`src/rtl/hockey_pkg.sv`:
```
// Shared field geometry, paddle FSM encodings and small helpers for the
// air-hockey paddle/puck logic.
package hockey_pkg;

  localparam int FIELD_W  = 640;
  localparam int FIELD_H  = 480;
  localparam int PADDLE_R = 20;

  localparam logic [1:0] HOME     = 2'd0;
  localparam logic [1:0] ACTIVE   = 2'd1;
  localparam logic [1:0] COOLDOWN = 2'd2;

  typedef struct packed {
    logic [10:0] x_min;
    logic [10:0] x_max;
  } x_limits_t;

  // Each paddle is confined to its own half of the field.
  localparam x_limits_t LEFT_X_LIMITS  = '{x_min: 11'd40,  x_max: 11'd300};
  localparam x_limits_t RIGHT_X_LIMITS = '{x_min: 11'd340, x_max: 11'(FIELD_W - 2*PADDLE_R)};

  localparam int NUM_BTNS  = 5;
  localparam int BTN_UP    = 0;
  localparam int BTN_DOWN  = 1;
  localparam int BTN_LEFT  = 2;
  localparam int BTN_RIGHT = 3;
  localparam int BTN_SHOOT = 4;

  typedef enum logic [1:0] {SHOT_UP, SHOT_MID, SHOT_DOWN} shot_dir_e;

  function automatic shot_dir_e shot_dir(input logic up, input logic down);
    if (up && !down) return SHOT_UP;
    if (down && !up) return SHOT_DOWN;
    return SHOT_MID;
  endfunction

  // One axis step: widened to 12 bits so a decrement near zero cannot wrap
  // before the clamp; opposing or absent requests leave the position alone.
  function automatic logic [10:0] move_axis(input logic [10:0] pos,
                                            input logic        dec,
                                            input logic        inc,
                                            input logic [11:0] step,
                                            input logic [11:0] lo,
                                            input logic [11:0] hi);
    logic [11:0] p;
    logic [11:0] r;
    p = {1'b0, pos};
    r = p;
    if (dec && !inc) begin
      r = (p < lo + step) ? lo : p - step;
    end else if (inc && !dec) begin
      r = (p + step > hi) ? hi : p + step;
    end
    return r[10:0];
  endfunction

endpackage

```
`src/rtl/btn_sync_debounce.sv`:
```
// Two-flop synchronizer followed by a debouncer: the clean level flips only
// after DEB_CYCLES consecutive synchronized samples disagree with it.
module btn_sync_debounce
  import hockey_pkg::*;
#(
  parameter int DEB_CYCLES = 500_000
) (
  input  logic clk,
  input  logic reset,
  input  logic din,
  output logic dout
);

  localparam int CW = (DEB_CYCLES > 1) ? $clog2(DEB_CYCLES) : 1;

  logic          sync1_q;
  logic          sync2_q;
  logic          level_q;
  logic [CW-1:0] cnt_q;

  always_ff @(posedge clk) begin
    if (reset) begin
      sync1_q <= 1'b0;
      sync2_q <= 1'b0;
      level_q <= 1'b0;
      cnt_q   <= '0;
    end else begin
      sync1_q <= din;
      sync2_q <= sync1_q;
      if (sync2_q == level_q) begin
        cnt_q <= '0;
      end else if (cnt_q == CW'(DEB_CYCLES - 1)) begin
        level_q <= sync2_q;
        cnt_q   <= '0;
      end else begin
        cnt_q <= cnt_q + 1'b1;
      end
    end
  end

  assign dout = level_q;

endmodule

```
`src/rtl/paddle_ctrl.sv`:
```
// Per-player paddle controller: debounced buttons drive a clamped paddle
// position and one-cycle shot-direction pulses for the puck FSM.
module paddle_ctrl
  import hockey_pkg::*;
#(
  parameter logic [10:0] X_HOME         = 11'd80,
  parameter logic [10:0] Y_HOME         = 11'(FIELD_H / 2),
  parameter logic [10:0] X_MIN          = LEFT_X_LIMITS.x_min,
  parameter logic [10:0] X_MAX          = LEFT_X_LIMITS.x_max,
  parameter logic [10:0] Y_MIN          = 11'(2 * PADDLE_R),
  parameter logic [10:0] Y_MAX          = 11'(FIELD_H - 2 * PADDLE_R),
  parameter int          STEP           = 4,
  parameter int          TICK_DIV       = 833_333,
  parameter int          DEB_CYCLES     = 500_000,
  parameter int          COOLDOWN_TICKS = 30
) (
  input  logic        clk,
  input  logic        reset,
  input  logic        hold,
  input  logic        btn_up,
  input  logic        btn_down,
  input  logic        btn_left,
  input  logic        btn_right,
  input  logic        btn_shoot,
  output logic [10:0] px,
  output logic [10:0] py,
  output logic        shot_up,
  output logic        shot_mid,
  output logic        shot_down,
  output logic [1:0]  state
);

  localparam int TW  = (TICK_DIV > 1) ? $clog2(TICK_DIV) : 1;
  localparam int CDW = (COOLDOWN_TICKS > 0) ? $clog2(COOLDOWN_TICKS + 1) : 1;

  logic [NUM_BTNS-1:0] raw;
  logic [NUM_BTNS-1:0] clean;

  assign raw = {btn_shoot, btn_right, btn_left, btn_down, btn_up};

  generate
    for (genvar gi = 0; gi < NUM_BTNS; gi++) begin : g_deb
      btn_sync_debounce #(
        .DEB_CYCLES(DEB_CYCLES)
      ) u_deb (
        .clk  (clk),
        .reset(reset),
        .din  (raw[gi]),
        .dout (clean[gi])
      );
    end
  endgenerate

  logic [TW-1:0]  tick_cnt_q;
  logic           tick;
  logic [1:0]     state_q, state_d;
  logic [CDW-1:0] cd_q, cd_d;
  logic [10:0]    px_q, px_d;
  logic [10:0]    py_q, py_d;
  logic [2:0]     shot_q, shot_d;  // {down, mid, up}
  logic           shoot_prev_q;
  logic           shoot_edge;
  shot_dir_e      dir;

  assign tick       = (tick_cnt_q == TW'(TICK_DIV - 1));
  assign shoot_edge = clean[BTN_SHOOT] & ~shoot_prev_q;
  assign dir        = shot_dir(clean[BTN_UP], clean[BTN_DOWN]);

  always_comb begin
    state_d = state_q;
    cd_d    = cd_q;
    px_d    = px_q;
    py_d    = py_q;
    shot_d  = 3'b000;
    if (hold || state_q == HOME) begin
      px_d    = X_HOME;
      py_d    = Y_HOME;
      cd_d    = '0;
      state_d = hold ? HOME : ACTIVE;
    end else begin
      if (tick) begin
        px_d = move_axis(px_q, clean[BTN_LEFT], clean[BTN_RIGHT], 12'(STEP),
                         {1'b0, X_MIN}, {1'b0, X_MAX});
        py_d = move_axis(py_q, clean[BTN_UP], clean[BTN_DOWN], 12'(STEP),
                         {1'b0, Y_MIN}, {1'b0, Y_MAX});
      end
      if (state_q == COOLDOWN) begin
        // Shoot edges seen here are dropped, not remembered for later.
        if (cd_q == '0) begin
          state_d = ACTIVE;
        end else if (tick) begin
          cd_d = cd_q - 1'b1;
          if (cd_q == CDW'(1)) state_d = ACTIVE;
        end
      end else if (shoot_edge) begin
        case (dir)
          SHOT_UP:   shot_d = 3'b001;
          SHOT_DOWN: shot_d = 3'b100;
          default:   shot_d = 3'b010;
        endcase
        state_d = COOLDOWN;
        cd_d    = CDW'(COOLDOWN_TICKS);
      end
    end
  end

  always_ff @(posedge clk) begin
    if (reset) begin
      tick_cnt_q   <= '0;
      state_q      <= HOME;
      cd_q         <= '0;
      px_q         <= X_HOME;
      py_q         <= Y_HOME;
      shot_q       <= 3'b000;
      shoot_prev_q <= 1'b0;
    end else begin
      tick_cnt_q   <= tick ? '0 : tick_cnt_q + 1'b1;
      state_q      <= state_d;
      cd_q         <= cd_d;
      px_q         <= px_d;
      py_q         <= py_d;
      shot_q       <= shot_d;
      shoot_prev_q <= clean[BTN_SHOOT];
    end
  end

  assign px        = px_q;
  assign py        = py_q;
  assign shot_up   = shot_q[0];
  assign shot_mid  = shot_q[1];
  assign shot_down = shot_q[2];
  assign state     = state_q;

endmodule

```
`config.mk`:
```
export PLATFORM = sky130hd
export DESIGN_NAME = paddle_ctrl
export DESIGN_NICKNAME = d
export VERILOG_FILES = /design/src/rtl/hockey_pkg.sv /design/src/rtl/btn_sync_debounce.sv /design/src/rtl/paddle_ctrl.sv
export SDC_FILE = /design/constraint.sdc
export NUM_CORES = 1
export LEC_CHECK = 0
export ABC_AREA = 0
export BUFFER_PORTS_ARGS = -buffer_cell sky130_fd_sc_hd__buf_2
export CORE_UTILIZATION = 60
export DETAILED_ROUTE_END_ITERATION = 16
export PLACE_DENSITY = 0.78
export SLEW_MARGIN = 20
export SYNTH_ARGS = -nofsm -noshare
export SYNTH_HDL_FRONTEND = slang
export SYNTH_SLANG_ARGS = --single-unit
```
`constraint.sdc`:
```
create_clock -name clk -period 5.7 [get_ports clk]
set_clock_uncertainty 0.15 [all_clocks]
set_input_delay 0.855 -clock clk [delete_from_list [all_inputs] [get_ports clk]]
set_output_delay 0.855 -clock clk [all_outputs]
set_load 0.02 [all_outputs]
```
==> metrics.cfg, run 1 <==
[timing]
max_slew_margin=0.406
final-setup-viol-count=0
timing.fmax_mhz=374
finalMaxSlewViolations=0
final_hold_viol_count=0
worstMarginPinSlew_ns=0.884
min_period_over_period=0.469
finalWorstPathRequiredPeriod_ns=2.67
fin_setup_tns_ns=0
unrepaired_setup_endpoints_after_global_routing=no

[outcome]
run_status=completed

[power]
vdd.ir_drop.worst_mv=0.203
static-leakage-power_uw=0.00291
total_power_uw=2390
pwr_density_cell_nw_per_um2=278

[cts]
clock_latency_ns=0.42
post_cts_buffers=0
cts_max_level=4
cts_hold_repair.buffers=0
cts_root_buf=sky130_fd_sc_hd__clkbuf_16
post_cts.resized_instances=0
cts_sinks=159
cts_buffers=17
cts-root-to-sink-buffers=2
clock_tree_from_tritoncts=yes
clk_pin_slew_worst_paths_ns=0.06

[route]
route.antenna.remaining_nets=0
routedWlPerCell_um=13.2
wl_um=14900
drt_first_pass_iters=5
drtIter0Drc=496
routed_via_density=5.52
via_count=6193
post-route-drc-count=0

[global_route]
grtUsageTotal=0.236
grt_start_max_net_pins=25
number_of_global_route_vias_before_repair=5503
antenna_found_initial=0
grt_pass1_wl_um=25000
overflow_left_after_global_routing=0

[synth]
synth_seq_area_share=0.413
postSynthCellCount=920
syn_avg_cell_area_um2=8.38
post_synthesis_cell_area_um2=7710
yosysTopAreaCellShare=0.413
yosys_warnings=0
ys_types=64
number_of_flops_mapped_to_enable_cells_by_yosys=0
postSynth.asyncResetShare=0
dominantRegCellSynth=sky130_fd_sc_hd__dfxtp_1
synth_top_cell_by_area=sky130_fd_sc_hd__dfxtp_1
synth_area_leaders=sky130_fd_sc_hd__dfxtp_1 (41%), sky130_fd_sc_hd__nor2_1 (8.2%), sky130_fd_sc_hd__xor2_1 (7.3%)
ff_latch_count_synth=159

[cells_and_area]
utilization=0.683
filler_cell_count=1049
proportion_of_layout_cells_with_a_drive_suffix_above_1=0.0832
final_nets=964
ff_latch_area_um2=3180
area_occupied_by_multi_input_gates_um2=4260
antenna_cells_inserted=0
area_growth_from_synthesis_to_layout_pct=11.4

[setup_path]
worstPathArrival_ns=2.86
timing.critical_path.to_type=register
timing.critical_path.fanout_max=11
critical_path.startpoint_type=register
crit_type=reg -> reg
worstPathRequired_ns=5.89

[placed_design]
i_o_buffers=30
dp.final_hpwl_um=9850
gpl.final_weighted_congestion=0.863

[die]
floorplan.die.height_um=115
io-pin-count=35
core_area_um2=12600
fp-row-count=41
start_util=0.613
design.die.area_um2=13300
die_width_um=115

[job]
timing.max_cap.violations=0

[min_path]
hold_class=reg -> reg

-- Yosys cell counts, types with 2 or more instances --
| cell type | instances |
|---|---|
| sky130_fd_sc_hd__and2_1 | 7 |
| sky130_fd_sc_hd__or4_1 | 2 |
| sky130_fd_sc_hd__or2_2 | 3 |
| sky130_fd_sc_hd__nor3_1 | 27 |
| sky130_fd_sc_hd__buf_4 | 5 |
| sky130_fd_sc_hd__nand2_1 | 64 |
| sky130_fd_sc_hd__buf_1 | 2 |
| sky130_fd_sc_hd__a221o_1 | 2 |
| sky130_fd_sc_hd__o41ai_1 | 2 |
| sky130_fd_sc_hd__a311oi_1 | 2 |
| sky130_fd_sc_hd__mux2i_1 | 5 |
| sky130_fd_sc_hd__buf_2 | 7 |
| sky130_fd_sc_hd__o211a_1 | 2 |
| sky130_fd_sc_hd__xnor2_1 | 48 |
| sky130_fd_sc_hd__o211ai_1 | 4 |
| sky130_fd_sc_hd__nor2_1 | 168 |
| sky130_fd_sc_hd__a211oi_1 | 2 |
| sky130_fd_sc_hd__a21o_1 | 3 |
| sky130_fd_sc_hd__nand2b_1 | 7 |
| sky130_fd_sc_hd__clkbuf_1 | 24 |
| sky130_fd_sc_hd__o22ai_1 | 3 |
| sky130_fd_sc_hd__o31ai_1 | 4 |
| sky130_fd_sc_hd__o21ai_0 | 25 |
| sky130_fd_sc_hd__a21oi_1 | 28 |
| sky130_fd_sc_hd__nor4b_1 | 11 |
| sky130_fd_sc_hd__and4_1 | 11 |
| sky130_fd_sc_hd__dfxtp_1 | 159 |
| sky130_fd_sc_hd__nand4_1 | 27 |
| sky130_fd_sc_hd__and3_1 | 14 |
| sky130_fd_sc_hd__nor4_1 | 16 |
| sky130_fd_sc_hd__a31oi_1 | 2 |
| sky130_fd_sc_hd__and4bb_2 | 3 |
| sky130_fd_sc_hd__or3_1 | 12 |
| sky130_fd_sc_hd__a211o_1 | 2 |
| sky130_fd_sc_hd__nor3b_1 | 3 |
| sky130_fd_sc_hd__o21a_1 | 3 |
| sky130_fd_sc_hd__inv_1 | 27 |
| sky130_fd_sc_hd__ha_1 | 19 |
| sky130_fd_sc_hd__nand3_1 | 60 |
| sky130_fd_sc_hd__nor2b_1 | 18 |
| sky130_fd_sc_hd__xor2_1 | 64 |
-- worst max-delay path, stage by stage, from the launching register on --
cell	delay, ns
sky130_fd_sc_hd__dfxtp_1	0.51
sky130_fd_sc_hd__ha_1	0.43
sky130_fd_sc_hd__nand3_1	0.20
sky130_fd_sc_hd__a2111oi_0	0.69
sky130_fd_sc_hd__a2111oi_2	0.17
sky130_fd_sc_hd__nor4b_1	0.19
sky130_fd_sc_hd__o31ai_1	0.24
-- flip-flops by register name, summed over array words and instances (netlist names) --
| signal | cells |
|---|---|
| px | 9 |
| shoot_prev_q | 1 |
| py | 9 |
| g_deb.u_deb.dout | 5 |
| state | 2 |
| shot_q | 3 |
| cd_q | 5 |
| tick_cnt_q | 20 |
| g_deb.u_deb.sync1_q | 5 |
| g_deb.u_deb.sync2_q | 5 |
| g_deb.u_deb.cnt_q | 95 |
-- final timing paths --
kind | from | endpoint | slack [ns] | depth (start not counted)
min | g_deb[1].u_deb.cnt_q[0]$_SDFF_PP0_ | g_deb[1].u_deb.cnt_q[0]$_SDFF_PP0_ | 0.29 | 1
max reg2reg | py[2]$_SDFFE_PP0P_ | py[5]$_SDFFE_PP1P_ | 3.03 | 6
max | py[2]$_SDFFE_PP0P_ | py[5]$_SDFFE_PP1P_ | 3.03 | 6
min reg2reg | g_deb[1].u_deb.cnt_q[0]$_SDFF_PP0_ | g_deb[1].u_deb.cnt_q[0]$_SDFF_PP0_ | 0.29 | 1
-- cells in the final DEF, fill, tap and decap left out, drive strengths merged, types with 5 or more instances in the layout --
| master | instances |
|---|---|
| nor3 | 27 |
| and2 | 7 |
| nand2b | 7 |
| ha | 19 |
| o21ai | 26 |
| and3 | 14 |
| dfxtp | 159 |
| nand3 | 60 |
| nor2b | 18 |
| and4 | 11 |
| xor2 | 64 |
| nand2 | 65 |
| nand4 | 28 |
| xnor2 | 48 |
| clkbuf | 24 |
| nor4 | 16 |
| buf | 33 |
| nor2 | 168 |
| a21oi | 29 |
| nor4b | 12 |
| mux2i | 5 |
| or3 | 13 |
| inv | 27 |
-- per-stage QoR --
step | instances | area (um2) | hold slack [ns] | setup slack (ns)
after floorplan | 923 | 7720 | 0.263 | 3.28
after global placement | 1090 | 7940 | 0.279 | 3.18
after detailed placement | 1090 | 7940 | 0.281 | 3.12
after CTS | 1122 | 8590 | 0.290 | 3.07
after global routing | 1122 | 8590 | 0.318 | 2.82
final | 1122 | 8590 | 0.287 | 3.03
-- metal layers --
| layer | up-vias | track usage | wire (um) |
|---|---|---|---|
| li1 | 3205 | - | - |
| met1 | 2870 | 0.305 | 7170 |
| met2 | 100 | 0.378 | 6890 |
| met3 | 18 | 0.0606 | 581 |
| met4 | 0 | 0.0857 | 222 |
| met5 | - | 0 | 0 |
-- area by class of cell --
cell class	count	share of cell area
Timing Repair Buffer	33	0.0201
Inverter	27	0.0118
Clock buffer	24	0.0584
Clock inverter	8	0.0176
Sequential cell	159	0.371
Tap cell	172	0.0251
Multi-Input combinational cell	699	0.496
-- logic make-up after synthesis --
logic type                 Yosys count  share of synthesized area
other                                1                   0.000487
DFF                                159                      0.413
adders and majority gates           19                     0.0308
xor gates and xnor gates           112                      0.127
muxes                                5                    0.00649
buffers and inverters               65                     0.0352
AOI/OAI and AO/OA                   99                     0.0864
and+or+nand+nor                    460                      0.300
-- power breakdown --
group / leakage, uW / switching [uW] / internal, uW
clock: 0.000309 / 439 / 793
sequential: 0.00128 / 6.17 / 1120
combinational: 0.00132 / 21.4 / 10.6
Power figures use the tool's default switching activity.
==> run 2: changes to the inputs <==
--- a/config.mk
+++ b/config.mk
@@ -7,9 +7,9 @@
 export LEC_CHECK = 0
 export ABC_AREA = 0
 export BUFFER_PORTS_ARGS = -buffer_cell sky130_fd_sc_hd__buf_2
-export CORE_UTILIZATION = 60
+export CORE_UTILIZATION = 56
 export DETAILED_ROUTE_END_ITERATION = 16
-export PLACE_DENSITY = 0.78
+export PLACE_DENSITY = 0.76
 export SLEW_MARGIN = 20
 export SYNTH_ARGS = -nofsm -noshare
 export SYNTH_HDL_FRONTEND = slang
==> constraint.sdc (replaced) <==
create_clock -name clk -period 2.2 [get_ports clk]
set_clock_uncertainty 0.15 [all_clocks]
set_input_delay 0.33 -clock clk [delete_from_list [all_inputs] [get_ports clk]]
set_output_delay 0.33 -clock clk [all_outputs]
set_load 0.02 [all_outputs]
==> metrics.cfg, run 2 (synthesis results as in run 1) <==
[setup_path]
r2r_start=py[6]$_SDFFE_PP1P_
reg2reg_end=py[4]$_SDFFE_PP1P_
crit_path_start=py[6]$_SDFFE_PP1P_
timing.critical_path.fanout_max=5
reg2reg_depth=6
critical_path_buf_inv_count=0
worstPathRequired_ns=2.36
crit_chain=or4_4 > a211o_1 > and2_4 > a221o_1 > a21oi_1 > a21oi_1
crit_type=reg -> reg
critical_path.startpoint_type=register
timing.critical_path.to_type=register
reg2reg_setup_slack_ns=0.06
worst_path_max_delay_cell=sky130_fd_sc_hd__or4_4
worstPathArrival_ns=2.30
critical_path.top_delay_family=compound AO/OA/AOI/OAI gates
library_cell_appearing_most_often_on_the_critical_path=sky130_fd_sc_hd__a21oi_1
crit_path_max_incr_delay_ns=0.55

[min_path]
worstHoldStart=reset
hold_path_sink=g_deb[1].u_deb.dout$_SDFFE_PP0P_
hold_path_depth=2
hold_class=in -> reg

[timing]
worstMarginPinSlew_ns=0.615
max_slew_margin=0.586
finalWorstPathRequiredPeriod_ns=2.14
unrepaired_setup_endpoints_after_global_routing=yes
finalMaxSlewViolations=0
timing.fmax_mhz=466
final_hold_viol_count=0
final-setup-viol-count=0
layout_setup_ws_ns=0.0563
fin_setup_tns_ns=0
min_period_over_period=0.974

[global_route]
grt_pass1_wl_um=27900
grtUsageTotal=0.241
antenna_found_initial=0
overflow_left_after_global_routing=0
number_of_global_route_vias_before_repair=6167
grt_start_max_net_pins=21

[placed_design]
detailedPlace.worstSlack_ns=-0.0272
place_area_um2=8410
dp.final_hpwl_um=11100
gpl.final_weighted_congestion=0.886
i_o_buffers=30

[cts]
cts_root_buf=sky130_fd_sc_hd__clkbuf_16
clock_latency_ns=0.43
clk_pin_slew_worst_paths_ns=0.07
cts_sinks=159
cts-root-to-sink-buffers=2
cts_buffers=17
clock_tree_from_tritoncts=yes
cts_max_level=4

[cells_and_area]
final_nets=1035
biggestRegsByFlops=g_deb.u_deb.cnt_q x95, tick_cnt_q x20
most-common-layout-cells=sky130_fd_sc_hd__nor2_1 (168), sky130_fd_sc_hd__dfxtp_1 (148), sky130_fd_sc_hd__buf_4 (65)
largest-register=g_deb.u_deb.cnt_q
layout_commonest_cell=sky130_fd_sc_hd__nor2_1
filler_cell_count=1053
area_growth_from_synthesis_to_layout_pct=20.7
proportion_of_layout_cells_with_a_drive_suffix_above_1=0.175
antenna_cells_inserted=0
largest_reg_flops=95
post-route-cell-area_um2=9300

[job]
timing.max_cap.violations=0

[route]
route.antenna.remaining_nets=0
routedWlPerCell_um=14.1
drtIter0Drc=469
via_count=6603
wl_um=16800
routed_via_density=5.52
drt_first_pass_iters=5
post-route-drc-count=0

[power]
static-leakage-power_uw=0.00326
pwr_density_cell_nw_per_um2=635
vdd.ir_drop.worst_mv=0.559
total_power_uw=5910

[die]
core_area_um2=13300
design.die.area_um2=14200
die_width_um=119
floorplan.die.height_um=119
start_util=0.577
io-pin-count=35
fp-row-count=42

[outcome]
run_status=completed

[run 2: timing repair]
item	in CTS	in global routing
pin swaps	2	15
endpoints found under the setup margin	7	16
hold buffers	6	0
buffers inserted	0	8
hold endpoints to repair	6	0
gates resized for setup	3	35
cloned	0	1
[run 2: metrics by stage]
step / instances / utilization / hold WS, ns
6_report: 1197 / 0.697 / 0.149
5_1_grt: 1197 / 0.697 / 0.181
4_1_cts: 1188 / 0.680 / 0.128
3_5_place_dp: 1150 / 0.630 / 0.290
3_3_place_gp: 1150 / 0.630 / 0.278
2_1_floorplan: 923 / - / 0.262
[run 2: power breakdown]
part	total [uW]	switching, uW	internal (uW)
Clock	2900	1200	1700
Combinational	113	66.1	46.5
Sequential	2900	11.4	2890
[run 2: how the worst max path moves through the flow]
| stage | endpoint | slack, ns | depth (start not counted) |
|---|---|---|---|
| after global placement | state[0]$_SDFFE_PP0P_ | 0.01 | 7 |
| after CTS | state[0]$_SDFFE_PP0P_ | 0.02 | 7 |
| after floorplan | px[5]$_SDFFE_PP0P_ | 0.001 | 9 |
| after detailed placement | state[0]$_SDFFE_PP0P_ | -0.03 | 7 |
| final | py[4]$_SDFFE_PP1P_ | 0.06 | 6 |
| after global routing | state[0]$_SDFFE_PP0P_ | -0.07 | 7 |
[run 2: routing by layer]
layer	global-route usage	part of all wire	vias up
met1	0.301	0.45	3068
met4	0.0781	0.013	0
li1	-	-	3351
met2	0.404	0.48	166
met5	0	0	-
met3	0.0618	0.053	18
[run 2: area by class of cell]
| type | instances | area (um2) | area share |
|---|---|---|---|
| Clock buffer | 19 | 443 | 0.0476 |
| Clock inverter | 13 | 141 | 0.0152 |
| Inverter | 27 | 101 | 0.0109 |
| Multi-Input combinational cell | 699 | 4440 | 0.477 |
| Sequential cell | 159 | 3210 | 0.345 |
| Tap cell | 176 | 220 | 0.0237 |
| Timing Repair Buffer | 104 | 749 | 0.0806 |
